==> src/rtl/stage_id_fwd.sv <==
// rtl/stage_id_fwd.sv - operand fetch with forwarding, load-use stall and ID/EXE slot
//
// Resolves rs/rt operands from FWD_STAGES downstream writers (index 0 youngest)
// or the register file, stalls on a load-use dependency, and registers the
// resolved operands, destination and opaque control into the ID/EXE slot.
//
// Ports:
//   clk, rst_n                       clock, asynchronous active-low reset
//   in_valid/in_ready                decoded instruction handshake
//   in_rs, in_rt, in_use_rs/rt       source addresses and use flags
//   in_rfwa, in_ctrl                 destination and decoded control
//   rf_rd1, rf_rd2                   register file read data
//   fwd_we/wa/wd/ld                  per-stage write enable/address/data/pending-load
//   flush                            drop slot contents and current input
//   out_valid/out_ready              ID/EXE slot handshake
//   out_src1/2, out_rfwa, out_ctrl   registered slot fields
//   hazard                           load-use stall this cycle
//   stall_cnt                        saturating count of hazard cycles
module stage_id_fwd #(
  parameter int DATA_W      = 32,
  parameter int REG_AW      = 5,
  parameter int FWD_STAGES  = 2,
  parameter int CTRL_W      = 48,
  parameter int STALL_CNT_W = 16
) (
  input  logic                         clk,
  input  logic                         rst_n,
  input  logic                         in_valid,
  output logic                         in_ready,
  input  logic [REG_AW-1:0]            in_rs,
  input  logic [REG_AW-1:0]            in_rt,
  input  logic                         in_use_rs,
  input  logic                         in_use_rt,
  input  logic [REG_AW-1:0]            in_rfwa,
  input  logic [CTRL_W-1:0]            in_ctrl,
  input  logic [DATA_W-1:0]            rf_rd1,
  input  logic [DATA_W-1:0]            rf_rd2,
  input  logic [FWD_STAGES-1:0]        fwd_we,
  input  logic [FWD_STAGES*REG_AW-1:0] fwd_wa,
  input  logic [FWD_STAGES*DATA_W-1:0] fwd_wd,
  input  logic [FWD_STAGES-1:0]        fwd_ld,
  input  logic                         flush,
  output logic                         out_valid,
  input  logic                         out_ready,
  output logic [DATA_W-1:0]            out_src1,
  output logic [DATA_W-1:0]            out_src2,
  output logic [REG_AW-1:0]            out_rfwa,
  output logic [CTRL_W-1:0]            out_ctrl,
  output logic                         hazard,
  output logic [STALL_CNT_W-1:0]       stall_cnt
);

  // Returns {hazardous, value}. The scan runs oldest to youngest so the
  // youngest matching stage is written last and wins, even if it is a load.
  function automatic logic [DATA_W:0] resolve(input logic [REG_AW-1:0] addr,
                                               input logic [DATA_W-1:0] rf_data);
    logic [DATA_W:0] r;
    r = {1'b0, rf_data};
    for (int i = FWD_STAGES - 1; i >= 0; i--) begin
      if (fwd_we[i] && (fwd_wa[i*REG_AW +: REG_AW] == addr)) begin
        r = {fwd_ld[i], fwd_wd[i*DATA_W +: DATA_W]};
      end
    end
    // r0 is hardwired zero: never forwarded, never hazardous.
    if (addr == '0) begin
      r = '0;
    end
    return r;
  endfunction

  logic [DATA_W:0] rs_res;
  logic [DATA_W:0] rt_res;
  logic            adv;
  logic            accept;

  always_comb begin
    rs_res   = resolve(in_rs, rf_rd1);
    rt_res   = resolve(in_rt, rf_rd2);
    hazard   = in_valid & ((in_use_rs & rs_res[DATA_W]) | (in_use_rt & rt_res[DATA_W]));
    adv      = !out_valid | out_ready;
    in_ready = adv & !hazard & !flush;
    accept   = in_valid & in_ready;
  end

  always_ff @(posedge clk or negedge rst_n) begin
    if (!rst_n) begin
      out_valid <= 1'b0;
      out_src1  <= '0;
      out_src2  <= '0;
      out_rfwa  <= '0;
      out_ctrl  <= '0;
      stall_cnt <= '0;
    end else begin
      // Counts every hazard cycle, including those masked by flush or back-pressure.
      if (hazard && (stall_cnt != '1)) begin
        stall_cnt <= stall_cnt + STALL_CNT_W'(1);
      end
      if (flush) begin
        out_valid <= 1'b0;
      end else if (adv) begin
        out_valid <= in_valid & !hazard;
        if (accept) begin
          out_src1 <= rs_res[DATA_W-1:0];
          out_src2 <= rt_res[DATA_W-1:0];
          out_rfwa <= in_rfwa;
          out_ctrl <= in_ctrl;
        end
      end
    end
  end

endmodule
==> config.mk <==
export PLATFORM = sky130hd
export DESIGN_NAME = stage_id_fwd
export DESIGN_NICKNAME = d
export VERILOG_FILES = /design/src/rtl/stage_id_fwd.sv
export SDC_FILE = /design/constraint.sdc
export NUM_CORES = 1
export LEC_CHECK = 0
export ABC_CLOCK_PERIOD_IN_PS = 4750
export BUFFER_PORTS_ARGS = -buffer_cell sky130_fd_sc_hd__buf_2
export CAP_MARGIN = 20
export CORE_AREA = 2 2 135 137
export DETAILED_ROUTE_END_ITERATION = 10
export DIE_AREA = 0 0 137 139
export GPL_TIMING_DRIVEN = 0
export PLACE_DENSITY = 0.76
export SYNTH_ARGS = -nofsm -noshare
export SYNTH_HDL_FRONTEND = slang
export SYNTH_SLANG_ARGS = --single-unit
==> constraint.sdc <==
create_clock -name clk -period 4.75 [get_ports clk]
set_input_delay 1.425 -clock clk [delete_from_list [all_inputs] [get_ports clk]]
set_output_delay 1.425 -clock clk [all_outputs]
set_load 0.005 [all_outputs]
-- Word level (Yosys, flattened, before mapping)
Index checks and enable logic that the tools add are counted.
- flip-flop bits (word level): 134
- logic and storage cells: 42
- $add $sub $neg: 1
- equality and inequality tests: 5
- muxes and demuxes: 8
- bitwise operators: 10
- reduce and logical (&&, ||, !) cells: 12
- operators with widths (cell ; count):
    $mux 33 ; 6
    $eq 5x5->1 ; 4
    $add 16x1->16 const B ; 1
    $ne 16x16->1 const B ; 1
    $logic_not 5->1 ; 2
    $and 1x1->1 ; 7
    $logic_and 1x1->1 ; 5
    $logic_not 1->1 ; 3
    $reduce_and 3->1 ; 1
    $mux 1 ; 2
    $or 1x1->1 ; 2
    $reduce_bool 2->1 ; 1
    $not 1->1 ; 1

-- Logic depth before layout (Yosys ltp)
Gate-level depths: netlist of run 1.
- depth in word-level cells: 13
- mapped depth: 8
- gate-level depth less buffers: 8

-- Least setup slack after synthesis of run 1
Ideal clock, no wire load.
- kind: input to output
- start: input port in_rs[1]
- end: output port in_ready
- arrival time: 2874 ps
- required time: 3325 ps
- setup slack: 451 ps
- stages on the path: 7
- cell sequence: or4_4 -> nor2_4 -> nor2b_1 -> o221ai_4 -> nand2_1 -> and2_1 -> nor3_1
- longest elaborated chain between the ends: 11
- RTL lines (element ; line ; RTL):
    start, declared ; 30 ; input logic [REG_AW-1:0] in_rs,
    $eq 5x5->1 ; 60 ; if (fwd_we[i] && (fwd_wa[i*REG_AW +: REG_AW] == addr)) begin
    $logic_and 1x1->1 ; 60 ;
    $mux 33 (2 in a row) ; 60 ;
    $mux 33 * ; 65 ; if (addr == '0) begin
    $and 1x1->1 * ; 79 ; hazard = in_valid & ((in_use_rs & rs_res[DATA_W]) | (in_use_rt & rt_res[DATA_W]));
    $or 1x1->1 * ; 79 ;
    $and 1x1->1 * ; 79 ;
    via hazard ; 49 ; output logic hazard,
    $logic_not 1->1 * ; 81 ; in_ready = adv & !hazard & !flush;
    $and 1x1->1 * (2 in a row) ; 81 ;
    end, declared ; 29 ; output logic in_ready,
The timed path passes the listed nets; every way through them passes the cells marked *.

-- Worst setup path after layout of run 1
- start: input port in_rs[1]
- end: output port in_ready
- longest elaborated chain between the ends: 11
- RTL lines (element ; line):
    $eq 5x5->1 ; 60
    $logic_and 1x1->1 ; 60
    $mux 33 (2 in a row) ; 60
    $mux 33 * ; 65
    $and 1x1->1 * ; 79
    $or 1x1->1 * ; 79
    $and 1x1->1 * ; 79
    $logic_not 1->1 * ; 81
    $and 1x1->1 * (2 in a row) ; 81
Every way passes the cells marked *; elsewhere a longest branch is shown, timed or not.

==> results of run 1 <==
-- through the flow --
step,instance area (sq um),utilization (%)
after floorplan,6990,-
after global placement,9010,51.0
after detailed placement,9040,51.2
after CTS,9650,54.6
after global routing,9660,54.7
final,9660,54.7
-- cell families after synthesis --
family | count (synthesis) | synth area share, %
flip-flops | 134 | 48.0
AND/OR/NAND/NOR | 133 | 8.86
buffers and inverters | 48 | 3.45
multiplexers | 120 | 19.6
XOR/XNOR | 33 | 4.14
AO/OA/AOI/OAI | 133 | 15.8
adder cells (fa/ha/maj) | 1 | 0.179
-- flip-flops by register name, summed over array words and instances, names as in the netlist --
signal and flops:
out_ctrl 48, out_valid 1, out_src1 32, out_src2 32, stall_cnt 16, out_rfwa 5
-- cell usage after synthesis, types with 2 or more instances --
cell type / count
dfrtp_1: 134
nor2_1: 73
a2111oi_0: 64
a21o_1: 64
mux2i_1: 64
xnor2_1: 32
mux2_2: 30
mux2_4: 26
clkbuf_1: 17
nand2_1: 16
nand3_1: 14
buf_2: 13
clkbuf_2: 6
nand4_1: 6
buf_1: 4
buf_6: 4
nor3_1: 4
and3_1: 3
buf_4: 2
inv_1: 2
nand2b_1: 2
nor2b_1: 2
nor4_1: 2
or3_1: 2
-- final cells by class --
| class | count | area share, % |
|---|---|---|
| Multi-Input combinational cell | 420 | 35.2 |
| Sequential cell | 134 | 34.7 |
| Timing Repair Buffer | 349 | 18.4 |
| Clock buffer | 18 | 4.55 |
| Tap cell | 229 | 2.97 |
| Buffer | 46 | 2.42 |
| Clock inverter | 14 | 1.63 |
| Inverter | 2 | 0.0777 |
| Antenna cell | 2 | 0.0518 |
-- critical path: cells and delay by family --
kind                   cells  cell delay, ps
AND/OR/NAND/NOR            6            1370
buffers and inverters      2             290
AO/OA/AOI/OAI              1             120
-- final timing paths --
check	cells past startpoint	to	slack [ps]	startpoint
min in group asynchronous	1	stall_cnt[10]	990	rst_n
worst max-delay path	9	in_ready	110	in_rs[1]
max in group asynchronous	2	out_ctrl[41]	2980	rst_n
worst min register to register	1	out_src1[25]	470	out_src1[25]
worst min-delay path	1	out_src1[25]	470	out_src1[25]
worst max register to register	6	out_src1[10]	2560	out_valid
-- report_power, final --
part	total (W)	internal, W	switching, W
Sequential	0.00143	0.00133	0.000102
Clock	0.00134	0.000763	0.000580
Combinational	0.000721	0.000394	0.000327
-- metal layers --
layer / GRT usage (%) / share of wire [%] / vias up
met4: 8.46 / 1.9 / 0
met5: 0 / 0 / -
met2: 43.7 / 50 / 334
met1: 30.8 / 40 / 3168
li1: - / - / 2978
met3: 7.27 / 8.7 / 32
-- timing repair --
| item | in CTS | in global routing |
|---|---|---|
| hold buffers | 0 | 0 |
| pin swaps | 1 | 1 |
| setup endpoints to repair | 1 | 1 |
| resized for setup | 1 | 0 |
| buffers inserted | 1 | 1 |
==> out/results.ini, run 1 <==
[die]
die_y_microns=139
io_pins=348
row_count=49
die_w_microns=137
start_util_pct=39.6
die_area_sq_um=19000
core_region_area_sq_um=17700

[worst_setup_path]
cp-start-kind=input pin
path_max_fanout=8
cp_cell_sequence=buf_2 > or4_4 > nor2_4 > nor2b_1 > o221ai_4 > nand2_2 > and2_1 > nor3_1 > buf_2
endpoint_kind=primary output
arrival_ps=3210
slowest_delay_ps=540
crit_type=input pin to primary output
crit_required_ps=3320
crit_slowest_cell=or4_4
cpMostUsedCell=buf_2

[detailed_routing]
wl_per_cell_microns=20.3
finalWirelength_mm=24.6
ant_nets=0
drt_iter0_drc=332
dr.pass1.iters=5
vias_per_cell=5.36
drc=0
vias=6512

[yosys]
async_reset_ff_share_pct=100
synth.avg_cell_area_sq_um=11.6
netlist_instances=602
synth_edf_count=0
seq_area_frac_synth_pct=48.0
synth-seq-cells=134
syn_nets=815
synth_top_area_cell=dfrtp_1
synth_warnings=0
ys_types=40
synth.cell_area_sq_um=6990
synth_top_cell_area_share_pct=48.0
ys.flop_type=dfrtp_1
synth.area.top_cells=dfrtp_1, mux2i_1, a2111oi_0

[cells_and_area]
final_cell_mix=buf_2, dfrtp_1, nor2_1
areaGrowthSynthToFinish_pct=38.2
multi_input_area_sq_um=3400
seqCellArea_sq_um=3350
final_common_cell=buf_2
drive_gt1_share_pct=47.8
fin_nets=1183
fill_cells=1573
stdcell_count=1214

[placed_design]
dp_hpwl_mm=18.6
dpl_worst_slack_ps=-119
place.gp.congestion=0.894
port_buffers=346
dp.cells=1178

[timing]
worst_pin_slew_ps=752
setup_violations=0
fin_ws_ps=114
final_max_slew_viol_count=0
hold_violations=0
tns_ps=0
max_slew_margin_pct=48.6
rsz0062_at_grt=false
whs_ps=472
finalCriticalPeriod_ps=4640
post-route-period-util_pct=97.6
max_freq_mhz=216
skew_ps=11.2

[clock_network]
clockBufferDepth=2
cts_tree=done
cts_max_level=4
clkSinkCount=134
clockRootBuffer=clkbuf_16
clkLatencyLatePin_ps=430
clk_pin_slew_ps=60
numCtsBuffers=17

[global_routing]
grt.overflow.total=0
grt_pass1_wl_mm=37.0
antenna_found_initial=2
grt_usage_pct=25.6
grt_pass1_vias=6724
grt_max_degree=72

[job]
maxCapViolations=0

[power_and_ir_drop]
p_leak_nw=4.94
vdd_drop_max_mv=0.233
power.total_w=0.00349
powerDensity_nw_per_um2=362

[worst_hold_path]
hp-class=register to register

[status]
status=complete, no violations

Power figures use the tool's default switching activity.
==> inputs of run 2 (changes only) <==
Settings changed: CTS_BUF_LIST set to sky130_fd_sc_hd__clkbuf_16.
==> run 2 against run 1 <==
Net effect: cell count stayed put; combinational power about the same; critical path depth did not move; count of clock-buffer cells in the layout is 1 lower; worst setup slack got worse by 3.2 ps.
==> out/results.ini, run 2 (synthesis gave the netlist of run 1 again) <==
[timing]
max_slew_margin_pct=47.3  ; was 48.6%
worst_pin_slew_ps=770  ; was 752 ps
tns_ps=0  ; unchanged
fin_ws_ps=111  ; was 114 ps
max_freq_mhz=216  ; about the same
post-route-period-util_pct=97.7  ; was 97.6%
setup_violations=0  ; unchanged
whs_ps=472  ; about the same
finalCriticalPeriod_ps=4640  ; about the same
rsz0062_at_grt=false  ; unchanged
hold_violations=0  ; unchanged
final_max_slew_viol_count=0  ; unchanged
skew_ps=7.44  ; was 11.2 ps

[cells_and_area]
fill_cells=1572  ; was 1,573
largest_register_ffs=48  ; unchanged
fin_nets=1183  ; unchanged
final_cell_mix=buf_2, dfrtp_1, nor2_1  ; unchanged
areaGrowthSynthToFinish_pct=38.1  ; was 38.2%
regMostFlops=out_ctrl  ; unchanged
drive_gt1_share_pct=47.7  ; was 47.8%
fin_area_sq_um=9650  ; was 9660 sq um
reg_top3=out_ctrl x48, out_src1 x32, out_src2 x32  ; unchanged
fin_util_pct=54.7  ; about the same
final_common_cell=buf_2  ; unchanged

[placed_design]
dpl_worst_slack_ps=-119  ; unchanged
port_buffers=346  ; unchanged
place.gp.congestion=0.894  ; unchanged
dp_hpwl_mm=18.6  ; unchanged
placed_area_sq_um=9040  ; unchanged

[global_routing]
grt.overflow.total=0  ; unchanged
antenna_found_initial=2  ; unchanged
grt_max_degree=72  ; unchanged
grt_pass1_wl_mm=37.0  ; about the same
grt_usage_pct=25.6  ; unchanged
grt_pass1_vias=6715  ; was 6,724

[clock_network]
clockRootBuffer=clkbuf_16  ; unchanged
clk_pin_slew_ps=60  ; about the same
cts_max_level=4  ; unchanged
numCtsBuffers=17  ; unchanged
clkLatencyLatePin_ps=430  ; about the same
clockBufferDepth=2  ; unchanged
clkSinkCount=134  ; unchanged
cts_tree=done  ; unchanged
hold_buffers=0  ; unchanged

[status]
status=complete, no violations  ; unchanged

[worst_setup_path]
reg2reg_from=out_valid  ; unchanged
r2r-end=out_src1[10]  ; unchanged
path_max_fanout=8  ; unchanged
crit_required_ps=3320  ; about the same
endpoint_kind=primary output  ; unchanged
r2r_setup_slack_ps=2540  ; was 2560 ps
cp-start-kind=input pin  ; unchanged
crit_type=input pin to primary output  ; unchanged
arrival_ps=3210  ; about the same
reg2regPathDepth=6  ; unchanged

[job]
maxCapViolations=0  ; unchanged

[worst_hold_path]
whs_path_depth=1  ; unchanged
hp-class=register to register  ; unchanged
min_from=out_src1[25]  ; unchanged
whs_endpoint=out_src1[25]  ; unchanged

[power_and_ir_drop]
p_leak_nw=4.94  ; about the same
vdd_drop_max_mv=0.233  ; about the same
powerDensity_nw_per_um2=360  ; was 362 nW/um^2

[detailed_routing]
met2_length_mm=12.3  ; was 12.2 mm
dr_wl_met3_mm=2.08  ; was 2.14 mm
drt_iter0_drc=302  ; was 332
wl_per_cell_microns=20.4  ; was 20.3 microns
dr.pass1.iters=5  ; unchanged
ant_nets=0  ; unchanged
vias_per_cell=5.37  ; was 5.36
dr.max_layer_used=met4  ; unchanged
wl_met1_mm=9.93  ; was 9.80 mm
finalWirelength_mm=24.8  ; was 24.6 mm
drc=0  ; unchanged
vias=6515  ; was 6,512

[die]
core_region_area_sq_um=17700  ; unchanged
die_w_microns=137  ; unchanged
start_util_pct=39.6  ; unchanged
die_area_sq_um=19000  ; unchanged
die_y_microns=139  ; unchanged
row_count=49  ; unchanged
io_pins=348  ; unchanged

[run 2: changes by cell type in the layout (fill, tap and decap cells not counted), sizes merged]
cell    before  now
clkbuf      41   40
clkinv       3    4
[run 2: worst max-delay path, stage by stage]
cell and delay (ps):
buf_2 130, or4_4 540, nor2_4 130, nor2b_1 80, o221ai_4 120, nand2_2 180
and2_1 220, nor3_1 220, buf_2 160
[run 2: final cells by class]
| type | count | area (sq um) | area share (%) |
|---|---|---|---|
| Multi-Input combinational cell | 420 | 3400 | 35.2 |
| Sequential cell | 134 | 3350 | 34.7 |
| Timing Repair Buffer | 349 | 1780 | 18.4 |
| Clock buffer | 17 | 425 | 4.41 |
| Tap cell | 229 | 287 | 2.97 |
| Buffer | 46 | 234 | 2.42 |
| Clock inverter | 15 | 161 | 1.67 |
| Inverter | 2 | 7.51 | 0.0778 |
| Antenna cell | 2 | 5.00 | 0.0519 |
[run 2: worst max path at each step]
stage,from,slack (ps),endpoint
final,in_rs[1],110,in_ready
after global routing,in_rs[1],60,in_ready
after CTS,in_rt[1],100,in_ready
after detailed placement,in_rs[1],-120,in_ready
after global placement,in_rs[1],-70,in_ready
after floorplan,in_rs[1],450,in_ready
[run 2: layer usage]
metal | GRT usage, % | vias up
met4 | 8.41 | 0
met3 | 7.27 | 36
met5 | 0 | -
li1 | - | 2980
met2 | 43.7 | 327
met1 | 30.8 | 3172
[run 2: timing repair]
action                     CTS  global route
buffers inserted             1             1
pin swaps                    1             1
resized for setup            1             0
setup endpoints to repair    1             1
[run 2: stage by stage]
step                total power, W  std cells
detailed placement         0.00217       1178
global route               0.00364       1214
global placement           0.00215       1177
floorplan                  0.00176        602
finish                     0.00348       1214
CTS                        0.00351       1211
[run 2: where the power goes]
| group | switching (W) | total, W | internal, W |
|---|---|---|---|
| clock network | 0.000580 | 0.00133 | 0.000747 |
| registers | 0.000102 | 0.00143 | 0.00133 |
| logic | 0.000328 | 0.000722 | 0.000394 |
| total | 0.00101 | 0.00348 | 0.00247 |
==> inputs of run 3 (changes only) <==
Settings changed: RECOVER_POWER set to 100.
==> run 3 against run 2 <==
Net effect: the run now ends with max-capacitance violations, max-slew violations left; routed wire length down 0.88%; via count is 0.71% lower; flip-flop and latch count is the same; clock skew hardly changed; global-route usage stayed put; first-iteration DRC count increased by 0.99%; critical path depth is the same; power shrank 2.1%; cell count did not move; critical endpoint unchanged.
==> out/results.ini, run 3 (synthesis gave the netlist of run 1 again) <==
[global_routing]
grt.overflow.total=0  ; unchanged
grt_pass1_wl_mm=37.0  ; unchanged
grt_usage_pct=25.6  ; unchanged
grt_max_degree=72  ; unchanged
antenna_found_initial=2  ; unchanged
grt_pass1_vias=6715  ; unchanged

[placed_design]
place.gp.congestion=0.894  ; unchanged
dp_hpwl_mm=18.6  ; unchanged
dp.cells=1178  ; unchanged
dpl_worst_slack_ps=-119  ; unchanged
placed_area_sq_um=9040  ; unchanged
port_buffers=346  ; unchanged

[power_and_ir_drop]
p_leak_nw=4.48  ; was 4.94 nW
p_seq_share_pct=42.1  ; was 41.1%
power.switching_w=0.00101  ; about the same
powerDensity_nw_per_um2=364  ; was 360 nW/um^2
vdd_drop_max_mv=0.233  ; about the same
p_sw_share_pct=29.6  ; was 29.0%
p_int_w=0.00240  ; was 0.00247 W
power.total_w=0.00341  ; was 0.00348 W
power_frac_clock_pct=39.1  ; was 38.1%
combPwrFrac_pct=18.9  ; was 20.7%

[cells_and_area]
largest_register_ffs=48  ; unchanged
final_common_cell=buf_2  ; unchanged
stdcell_count=1214  ; unchanged
reg_top3=out_ctrl x48, out_src1 x32, out_src2 x32  ; unchanged
fin_area_sq_um=9370  ; was 9650 sq um
regMostFlops=out_ctrl  ; unchanged
fin_nets=1183  ; unchanged
drive_gt1_share_pct=34.3  ; was 47.7%
areaGrowthSynthToFinish_pct=34.0  ; was 38.1%
fill_cells=1667  ; was 1,572
final_cell_mix=buf_2, dfrtp_1, clkbuf_1, nor2_1  ; was buf_2, dfrtp_1, nor2_1

[worst_setup_path]
arrival_ps=3190  ; was 3210 ps
crit_required_ps=3320  ; about the same
cp-start-kind=input pin  ; unchanged
reg2reg_from=out_valid  ; unchanged
cpMostUsedCell=clkbuf_1  ; was buf_2
r2r-end=out_ctrl[45]  ; was out_src1[10]
crit_type=input pin to primary output  ; unchanged
cp_cell_sequence=clkbuf_1 > xnor2_1 > nand3_1 > or3_1 > a211o_2 > nand2_2 > and2_1 > nor3_1 > clkbuf_1  ; was buf_2 > or4_4 > nor2_4 > nor2b_1 > o221ai_4 > nand2_2 > and2_1 > nor3_1 > buf_2
path_max_fanout=8  ; unchanged
reg2regPathDepth=6  ; unchanged
crit_start=in_rt[0]  ; was in_rs[1]
crit_slowest_cell=or3_1  ; was or4_4
r2r_setup_slack_ps=2190  ; was 2540 ps
crit_end=in_ready  ; unchanged
slowest_delay_ps=390  ; was 540 ps
endpoint_kind=primary output  ; unchanged

[detailed_routing]
wl_per_cell_microns=20.2  ; was 20.4 microns
finalWirelength_mm=24.6  ; was 24.8 mm
ant_nets=0  ; unchanged
drt_iter0_drc=305  ; was 302
drc=0  ; unchanged
vias_per_cell=5.33  ; was 5.37
vias=6469  ; was 6,515
dr.pass1.iters=4  ; was 5

[worst_hold_path]
hp-class=register to register  ; unchanged
whs_path_depth=1  ; unchanged

[timing]
finalCriticalPeriod_ps=4610  ; was 4640 ps
final_max_slew_viol_count=64  ; was 0
setup_violations=0  ; unchanged
rsz0062_at_grt=false  ; unchanged
whs_ps=472  ; about the same
max_slew_margin_pct=-106  ; was 47.3%
skew_ps=7.22  ; was 7.44 ps
worst_pin_slew_ps=3090  ; was 770 ps
hold_violations=0  ; unchanged
fin_ws_ps=135  ; was 111 ps
post-route-period-util_pct=97.2  ; was 97.7%
max_freq_mhz=217  ; was 216 MHz

[die]
die_area_sq_um=19000  ; unchanged
die_y_microns=139  ; unchanged
core_region_area_sq_um=17700  ; unchanged
start_util_pct=39.6  ; unchanged
row_count=49  ; unchanged
io_pins=348  ; unchanged
die_w_microns=137  ; unchanged

[clock_network]
clkLatencyLatePin_ps=420  ; was 430 ps
clockRootBuffer=clkbuf_16  ; unchanged
clockBufferDepth=2  ; unchanged
hold_buffers=0  ; unchanged
clk_pin_slew_ps=60  ; about the same
clkSinkCount=134  ; unchanged
cts_tree=done  ; unchanged
numCtsBuffers=17  ; unchanged
cts_max_level=4  ; unchanged

[job]
maxCapViolations=1  ; was 0

[status]
status=complete, but fails checks  ; was complete, no violations
violations=max-capacitance violations, max-slew violations

==> run 3: cell types whose count changed in the layout (fill, tap and decap cells not counted), sizes merged <==
cell,change
buf,-108
clkbuf,+107
clkdlybuf4s15,+1
==> run 3: cell type report <==
cell class                      instances  area, sq um  share of cell area [%]
Antenna cell                            2         5.00                  0.0534
Buffer                                 46          191                    2.04
Clock inverter                         15          161                    1.72
Timing Repair Buffer                  349         1660                    17.7
Multi-Input combinational cell        420         3280                    35.0
Tap cell                              229          287                    3.06
Clock buffer                           17          425                    4.54
Sequential cell                       134         3350                    35.8
Inverter                                2         7.51                  0.0801
==> run 3: what timing repair did <==
item / CTS / global route
setup buffers: 1 / 1
setup endpoints to repair: 1 / 1
gates resized for setup: 1 / 0
pin swaps: 1 / 1
==> run 3: power by group through the flow <==
stage          Clock (W)  Sequential (W)  Combinational [W]
2_1_floorplan          0         0.00146           0.000293
3_3_place_gp           0         0.00144           0.000707
3_5_place_dp           0         0.00145           0.000726
4_1_cts          0.00135         0.00143           0.000730
5_1_grt          0.00140         0.00146           0.000707
6_report         0.00133         0.00143           0.000644
==> run 3: worst min-delay path by stage <==
stage	endpoint	slack [ps]	start
5_1_grt	out_src1[7]	490	out_src1[7]
4_1_cts	out_src2[0]	480	out_src2[0]
3_3_place_gp	out_src1[18]	450	out_src1[18]
3_5_place_dp	out_src1[16]	460	out_src1[16]
6_report	out_src2[0]	470	out_src2[0]
2_1_floorplan	out_src2[20]	470	out_src2[20]
==> run 3: worst max-delay path, delay by kind of cell <==
| family | cells | cell delay (ps) |
|---|---|---|
| simple gates | 5 | 900 |
| xor+xnor | 1 | 160 |
| compound gates | 1 | 370 |
| buf+inv | 2 | 330 |
==> run 3: layer usage <==
metal | vias to the layer above | part of all wire (%) | routed length [microns] | global-route usage, %
li1 | 2978 | - | - | -
met1 | 3138 | 40 | 9790 | 30.8
met5 | - | 0 | 0 | 0
met3 | 32 | 8.3 | 2050 | 7.27
met4 | 0 | 1.9 | 462 | 8.41
met2 | 321 | 50 | 12300 | 43.7
==> run 3: stage by stage <==
| step | util, % | TNS (ps) |
|---|---|---|
| after global placement | 51.0 | -69.5 |
| after CTS | 54.6 | 0 |
| after detailed placement | 51.2 | -119 |
| final | 53.1 | 0 |
| after floorplan | - | 0 |
| after global routing | 53.1 | 0 |
